## src/rtl/wb_port_arbiter.sv

```systemverilog
// wb_port_arbiter
//   Arbitrates the single register-file write port between the in-order
//   pipeline write-back stage and a multi-cycle unit (mult/div). The pipeline
//   normally has priority. An optional starvation guard stalls the pipeline
//   for one grant once the multi-cycle result has waited MAX_WAIT cycles.
//
//   Optional feature macro: WB_STARVE_GUARD_EN
//     defined   : wait counter + NORM/FORCE_M FSM, pipe_stall driven
//     undefined : strict pipeline priority, pipe_stall tied 0
//
// Ports
//   clk, rst_n        clock, async active-low reset
//   p_valid           pipeline write-back request
//   p_mem_to_reg      1: p_read_data, 0: p_alu_result
//   p_read_data       load data
//   p_alu_result      ALU result
//   p_rd              pipeline destination register
//   m_valid/m_rd/m_data  multi-cycle request, held until m_ready
//   m_ready           multi-cycle request accepted this cycle (comb)
//   pipe_stall        freeze pipeline (p_* held while high)
//   rf_we/rf_waddr/rf_wdata  registered register-file write port
module wb_port_arbiter #(
  parameter int unsigned MAX_WAIT = 4  // 1..15
) (
  input  logic        clk,
  input  logic        rst_n,
  input  logic        p_valid,
  input  logic        p_mem_to_reg,
  input  logic [31:0] p_read_data,
  input  logic [31:0] p_alu_result,
  input  logic [4:0]  p_rd,
  input  logic        m_valid,
  input  logic [4:0]  m_rd,
  input  logic [31:0] m_data,
  output logic        m_ready,
  output logic        pipe_stall,
  output logic        rf_we,
  output logic [4:0]  rf_waddr,
  output logic [31:0] rf_wdata
);

  typedef struct packed {
    logic [4:0]  rd;
    logic [31:0] data;
  } wb_req_t;

  wb_req_t p_req, m_req, win;
  logic    grant_p, grant_m, grant;

  assign p_req.rd   = p_rd;
  assign p_req.data = p_mem_to_reg ? p_read_data : p_alu_result;
  assign m_req.rd   = m_rd;
  assign m_req.data = m_data;

`ifdef WB_STARVE_GUARD_EN
  typedef enum logic {NORM, FORCE_M} state_t;

  localparam logic [3:0] WAIT_LAST = 4'(MAX_WAIT - 1);

  state_t     state, state_nxt;
  logic [3:0] wait_cnt, wait_cnt_nxt;

  always_ff @(posedge clk or negedge rst_n) begin
    if (!rst_n) begin
      state    <= NORM;
      wait_cnt <= '0;
    end else begin
      state    <= state_nxt;
      wait_cnt <= wait_cnt_nxt;
    end
  end

  always_comb begin
    state_nxt    = state;
    grant_p      = 1'b0;
    grant_m      = 1'b0;
    pipe_stall   = 1'b0;
    wait_cnt_nxt = '0;
    case (state)
      NORM: begin
        grant_p = p_valid;
        grant_m = !p_valid && m_valid;
      end
      FORCE_M: begin
        pipe_stall = 1'b1;
        grant_m    = m_valid;
      end
      default: ;
    endcase
    // Reset masks the handshake so a pending m request is not consumed
    // while the write port is held in reset.
    m_ready = rst_n && grant_m;

    // Counter only measures a continuously denied request.
    if (m_valid && !m_ready)
      wait_cnt_nxt = (wait_cnt == 4'hF) ? 4'hF : wait_cnt + 4'd1;

    case (state)
      NORM:    if (m_valid && !m_ready && wait_cnt == WAIT_LAST) state_nxt = FORCE_M;
      FORCE_M: if (!m_valid || m_ready) state_nxt = NORM;
      default: state_nxt = NORM;
    endcase
  end
`else
  // Strict pipeline priority: m waits as long as p_valid stays high.
  assign grant_p    = p_valid;
  assign grant_m    = !p_valid && m_valid;
  assign m_ready    = rst_n && grant_m;
  assign pipe_stall = 1'b0;
`endif

  assign grant = grant_p || grant_m;
  assign win   = grant_p ? p_req : m_req;

  // Write port: one-cycle pulse per grant. Destination x0 completes the
  // handshake but never writes. Address/data hold when idle.
  always_ff @(posedge clk or negedge rst_n) begin
    if (!rst_n) begin
      rf_we    <= 1'b0;
      rf_waddr <= '0;
      rf_wdata <= '0;
    end else begin
      rf_we <= grant && (win.rd != 5'd0);
      if (grant) begin
        rf_waddr <= win.rd;
        rf_wdata <= win.data;
      end
    end
  end

endmodule

```

## config.mk

```make
export PLATFORM = sky130hd
export DESIGN_NAME = wb_port_arbiter
export DESIGN_NICKNAME = d
export VERILOG_FILES = /design/src/rtl/wb_port_arbiter.sv
export SDC_FILE = /design/constraint.sdc
export NUM_CORES = 1
export LEC_CHECK = 0
export ABC_CLOCK_PERIOD_IN_PS = 1600
export CAP_MARGIN = 0
export CORE_UTILIZATION = 30
export CTS_CLUSTER_SIZE = 30
export DETAILED_ROUTE_END_ITERATION = 8
export GPL_TIMING_DRIVEN = 1
export PLACE_DENSITY = 0.79
export RECOVER_POWER = 100
export SKIP_CTS_REPAIR_TIMING = 1
export SYNTH_ARGS = -nofsm -noshare
export SYNTH_HDL_FRONTEND = slang
export SYNTH_SLANG_ARGS = --single-unit
```

## constraint.sdc

```tcl
create_clock -name clk -period 1.6 [get_ports clk]
set_input_delay 0.16 -clock clk [delete_from_list [all_inputs] [get_ports clk]]
set_output_delay 0.16 -clock clk [all_outputs]
set_load 0.1 [all_outputs]
```

; After elaboration in Yosys (flattened, before gate mapping)
; Index checks and enable logic that the tools add are counted.
[op_classes]
n_mux = 2
n_reduce_logical = 6
[ops]
columns = operator, count
row1 = 2-to-1 mux 37 bit, 1
row2 = 2-to-1 mux 32 bit, 1
row3 = nonzero test 5 bit, 1
row4 = logical AND 1 bit, 3
row5 = zero test 1 bit, 1
row6 = logical OR 1 bit, 1
[word_totals]
in_bits = 111
ff_bits = 38

; Depth between registers and ports, before layout
; Gate-level depths: netlist of the first run.
[depth]
ltp_word = 4
depth_mapped = 4

; Worst setup path before layout of the first run
; No wires, ideal clock.
[synth_path]
path_kind = in2out
from = input port p_valid
to = output port m_ready
stages = 4
path_slack_ps = -431
t_arrival_ps = 1871
path_buffers = 3
t_required_ps = 1440
path_cell_list = buf_2 -> buf_4 -> buf_2 -> nor2_1
[synth_between]
elab_chain_cells = 3
[synth_lines]
columns = element, line
row1 = start: declaration, 27  ; input logic p_valid,
row2 = zero test 1 bit, 107  ; assign grant_m = !p_valid && m_valid;
row3 = logical AND 1 bit, 107
row4 = logical AND 1 bit, 108  ; assign m_ready = rst_n && grant_m;
row5 = end: declaration, 35  ; output logic m_ready,
; No other way between the ends.

; Final worst setup path of the first run
[layout_path]
from = input port rst_n
to = output port m_ready
[layout_between]
elab_chain_cells = 1
[layout_lines]
columns = element, line
row1 = start: declaration, 26  ; input logic rst_n,
row2 = logical AND 1 bit, 108
; No other way between the ends.

==> flow_summary.toml, run 1 <==
[global_routing]
antenna_found_initial = 0
use_met3 = 0.0514
grt_overflow_total = 0
first_global_vias = 2259
grt_pass1_wl_mm = 10.5
grt_max_degree = 39
globalRouteTotalUtil = 0.180
use_met1 = 0.204
grt_use_met2 = 0.328
top_usage_layer = "met2"

[yosys]
syn_nets = 321
ys_warn_count = 0
ys_top_cells_by_area = "dfrtp_1 44%, mux2i_1 17%, a211oi_1 11%"
synthSimpleGateAreaFrac = 0.114
synthCells = 210
netlist_area_um2 = 2150
yosys_register_bits = 38
yosysTopAreaCell = "dfrtp_1"
muxShareOfSynthArea = 0.172
syn_avg_cell_area_um2 = 10.2
synth_xor_area_frac = 0
synth_top_family_by_area = "compound AO/OA/AOI/OAI gates"
post_synth_num_cell_types = 17
synth_compound_area_frac = 0.205
yosysSeqAreaShare = 0.443
synth.top_cell.area_share = 0.443
synth_adder_area_share = 0

[final_layout]
instances_no_fill = 448
layout-drive-gt1-share = 0.153
synthToLayoutAreaGrowth_pct = 66.6
fin_nets = 463
num_antenna_cells = 0

[die]
fp.dieW_um = 86.6
core_area_um2 = 6870
fp-row-count = 30
start_util = 0.313
io_pins = 151
dieArea_um2 = 7500
die_h_um = 86.6

[setup_path]
worstSetupEndpointType = "output port"
start_kind = "input pin"
crit_fanout = 2
crit_required_ps = 1440
crit_arrival_ps = 1260
worstSetupPathType = "input pin to output port"

[timing]
worst_pin_slew_ps = 565
final.period_utilization = 0.889
fin_tns_setup_ps = 0
min_period_ps = 1420
rsz0062_at_grt = "no"
relSlewSlack = 0.625
fin_ws_ps = 177
fmax_mhz = 703
final-setup-viol-count = 0
fin_hold_ws_ps = 152
fin_skew_ps = 0
final_hold_viol_count = 0
maxSlewViolCount = 0

[pwr]
pwr-share-seq = 0.347
power_density_nw_per_um2 = 888
pwr-share-clk = 0.193
power.leakage_nw = 1.52
peakVddDrop_mv = 0.332
switching_power_mw = 1.38
netSwitchingFraction = 0.434
p_int_mw = 1.80
pwr-share-comb = 0.460

[detailed_routing]
route.detailed.drc = 0
drt_wl_total_mm = 6.63
final_antenna_net_count = 0
viasPerCell = 4.79
post_drt_wl_per_cell_um = 14.8
dr.pass1.iters = 4
drtIter0Drc = 46
route.vias.total = 2146

[clock_network]
cts_buffer_depth = 2
cts.clk_slew.worst_paths_ps = 70
cts_buffers = 5
clkLatencyLatePin_ps = 280
cts-root-buf = "clkbuf_8"
htreeDepth = 2
clock_sinks = 38
cts_tree = "done"

[placed_design]
dp_hpwl_mm = 5.09
gp_congestion = 0.790
pre_cts_slack_ps = 127
place_inst = 440
io_buffers = 149

[hold_path]
hp-class = "input pin to register"

[status]
status = "complete, no violations"

[flow_run]
drv_cap = 0
==> final timing paths <==
check                           slack [ps]  cells after the start                        to                     start
worst max-delay path                   180                      5                   m_ready                     rst_n
worst min-delay path                   150                      2  rf_wdata[25]$_DFFE_PN0P_                   p_valid
worst max register to register         640                      3  rf_wdata[27]$_DFFE_PN0P_  rf_wdata[27]$_DFFE_PN0P_
worst min register to register         580                      2   rf_waddr[1]$_DFFE_PN0P_   rf_waddr[1]$_DFFE_PN0P_
max in group asynchronous              710                      3   rf_wdata[1]$_DFFE_PN0P_                     rst_n
min in group asynchronous              540                      3  rf_wdata[30]$_DFFE_PN0P_                     rst_n
==> Yosys cell counts, drive strengths merged <==
master,n
dfrtp,38
mux2i,37
a211oi,32
a21oi,32
nor2b,30
buf,15
o21ai,8
clkbuf,6
nand2,6
and2b,2
or4,2
conb,1
nor2,1
==> power groups by stage <==
stage | registers [mW] | clock network, mW | logic (mW)
after floorplan | 1.84 | 0 | 0.292
after global placement | 1.17 | 0 | 1.77
after detailed placement | 1.18 | 0 | 1.78
after CTS | 1.16 | 0.648 | 1.79
after global routing | 1.11 | 0.686 | 1.53
final | 1.10 | 0.614 | 1.46
==> worst max-delay path, cell delays in order <==
cell,delay (ps)
dlygate4sd3_1,550
clkbuf_1,120
nand2_1,80
nor2_2,150
buf_12,190
==> flip-flops by register name, indices dropped and copies added (netlist names) <==
name and count:
rf_we 1, rf_wdata 32, rf_waddr 5
==> kinds of logic after synthesis <==
logic type	Yosys count
other	1
flip-flops	38
buffers and inverters	21
AND/OR/NAND/NOR	41
AO/OA/AOI/OAI	72
multiplexers	37
==> final cells by class <==
| class | count | area, um^2 |
|---|---|---|
| clock buffer | 7 | 76.3 |
| sequential | 38 | 951 |
| multi-input combinational | 151 | 1060 |
| fill | 640 | 3290 |
| timing repair buffer | 156 | 1370 |
| tap | 96 | 120 |
==> metrics by stage <==
stage	util	total power [mW]	area (um^2)
after floorplan	-	2.13	2150
after global placement	0.593	2.94	4080
after detailed placement	0.593	2.96	4080
after CTS	0.605	3.59	4150
after global routing	0.521	3.33	3580
final	0.521	3.18	3580
==> placed cells by master (no fill, tap or decap) <==
cell type | netlist | routed
a211oi_1 | 32 | 32
clkbuf_1 | 5 | 3
clkdlybuf4s50_1 | 0 | 106
o21ai_1 | 3 | 2
mux2i_1 | 37 | 37
nor2_2 | 0 | 1
clkbuf_8 | 0 | 5
buf_12 | 0 | 3
a21oi_1 | 32 | 32
clkbuf_2 | 0 | 40
and2b_1 | 2 | 2
dfrtp_1 | 38 | 38
o21ai_0 | 5 | 6
nor2b_1 | 30 | 30
dlygate4sd3_1 | 0 | 1
nand2_1 | 6 | 6
buf_4 | 7 | 3
buf_2 | 5 | 2
conb_1 | 1 | 1
or4_1 | 2 | 2
==> per-layer routing <==
layer / up-vias / wire length, um
met5: - / 0
met1: 996 / 2750
met3: 9 / 522
li1: 1043 / -
met2: 98 / 3260
met4: 0 / 99
Power figures use the tool's default switching activity.
==> run 2: changes to the inputs <==
- ABC_CLOCK_PERIOD_IN_PS: 1600 -> 1760
- SETUP_SLACK_MARGIN: default -> 0.05
- clock period: 1.6 -> 1.76 ns (I/O delays scaled with it)
==> flow_summary.toml, run 2 (synthesis gave the netlist of run 1 again) <==
[status]
status = "complete, no violations"

[die]
dieArea_um2 = 7500
start_util = 0.313
die_h_um = 86.6
core_area_um2 = 6870
fp-row-count = 30
io_pins = 151
fp.dieW_um = 86.6

[final_layout]
final_area_um2 = 3590
synthToLayoutAreaGrowth_pct = 67.1
largest_reg_flops = 32
top_regs = "rf_wdata x32, rf_waddr x5, rf_we x1"
final_common_cell = "clkdlybuf4s50_1"
num_antenna_cells = 0
mostFrequentLayoutCells = "106 x clkdlybuf4s50_1, 39 x clkbuf_2, 38 x dfrtp_1"
multiInputGateArea_um2 = 1060
seq_area_um2 = 951
fillers = 679
layout-drive-gt1-share = 0.153
final_util = 0.522
regMostFlops = "rf_wdata"
fin_nets = 464

[setup_path]
crit_required_ps = 1580
worstSetupPathType = "input pin to output port"
crit_fanout = 2
start_kind = "input pin"
critPathTopFamily = "buffers and inverters"
crit_arrival_ps = 1340
worstSetupEndpointType = "output port"
slowest_delay_ps = 550
cp_slowest_cell = "dlygate4sd3_1"
crit_chain = "dlygate4sd3_1, clkbuf_1, nand2_1, nor2_1, buf_12"
rr_startpoint = "rf_wdata[5]$_DFFE_PN0P_"
crit_start = "rst_n"
path_buf_inv = 3

[flow_run]
drv_cap = 0

[clock_network]
cts.clk_slew.worst_paths_ps = 70
cts-root-buf = "clkbuf_8"
clkLatencyLatePin_ps = 280
htreeDepth = 2
clock_sinks = 38
cts_tree = "done"
cts_buffers = 5
cts_buffer_depth = 2

[pwr]
netSwitchingFraction = 0.428
power.leakage_nw = 1.53
pwr-share-seq = 0.342
peakVddDrop_mv = 0.384
pwr-share-clk = 0.209
switching_power_mw = 1.25
pwr-share-comb = 0.449
power.total_mw = 2.93
p_int_mw = 1.68
power_density_nw_per_um2 = 816

[timing]
fin_tns_setup_ps = 0
fmax_mhz = 658
fin_skew_ps = 0
min_period_ps = 1520
worst_pin_slew_ps = 952
final_hold_viol_count = 0
relSlewSlack = 0.365
maxSlewViolCount = 0
final-setup-viol-count = 0
final.period_utilization = 0.864
rsz0062_at_grt = "no"

[placed_design]
placed_area_um2 = 3600
io_buffers = 149
gp_congestion = 0.775
dp_hpwl_mm = 4.78

[detailed_routing]
viasPerCell = 4.73
dr.pass1.iters = 3
post_drt_wl_per_cell_um = 13.6
drt_wl_total_mm = 6.12
final_antenna_net_count = 0
route.detailed.drc = 0
drtIter0Drc = 51
route.vias.total = 2129

[global_routing]
first_global_vias = 2212
grt_pass1_wl_mm = 9.85
antenna_found_initial = 0
globalRouteTotalUtil = 0.167
grt_overflow_total = 0
grt_max_degree = 39

[hold_path]
holdCritStartpoint = "p_mem_to_reg"
hp-class = "input pin to register"
-- run 2: path summary, 6_finish.rpt --
path	end	slack, ps	depth (start not counted)
setup / recovery	m_ready	240	5
hold / removal	rf_wdata[27]$_DFFE_PN0P_	400	3
setup reg to reg	rf_wdata[5]$_DFFE_PN0P_	780	3
hold reg to reg	rf_waddr[3]$_DFFE_PN0P_	580	2
max in group asynchronous	rf_wdata[18]$_DFFE_PN0P_	430	3
min in group asynchronous	rf_wdata[29]$_DFFE_PN0P_	740	3
-- run 2: cell type report --
| cell class | instances | share of cell area |
|---|---|---|
| multi-input combinational | 151 | 0.295 |
| timing repair buffer | 157 | 0.381 |
| clock inverter | 1 | 0.00139 |
| sequential | 38 | 0.265 |
| tap | 96 | 0.0335 |
| clock buffer | 7 | 0.0241 |
-- run 2: routing by layer --
layer | track usage | vias up | wire [um]
met5 | 0 | - | 0
met4 | 0.0439 | 0 | 52
met3 | 0.0495 | 5 | 494
met2 | 0.306 | 94 | 2980
met1 | 0.189 | 983 | 2600
li1 | - | 1047 | -
-- run 2: power by group through the flow --
stage	combinational [mW]	clock [mW]	sequential [mW]
detailed placement	1.38	0	1.02
global route	1.38	0.678	1.01
CTS	1.38	0.644	1.01
floorplan	0.265	0	1.67
global placement	1.37	0	1.02
finish	1.32	0.611	1.00
-- run 2: worst register-to-register path: stages, from the launching register on --
cell and delay, ps:
dfrtp_1 390, nor2b_1 130, a211oi_1 270, a21oi_1 60
-- run 2: through the flow --
step / instances / setup WS [ps] / hold WS, ps
floorplan: 210 / 157 / -120
global route: 450 / 145 / 430
global placement: 441 / 325 / 288
CTS: 449 / 582 / -27.8
detailed placement: 441 / 294 / 291
finish: 450 / 240 / 401
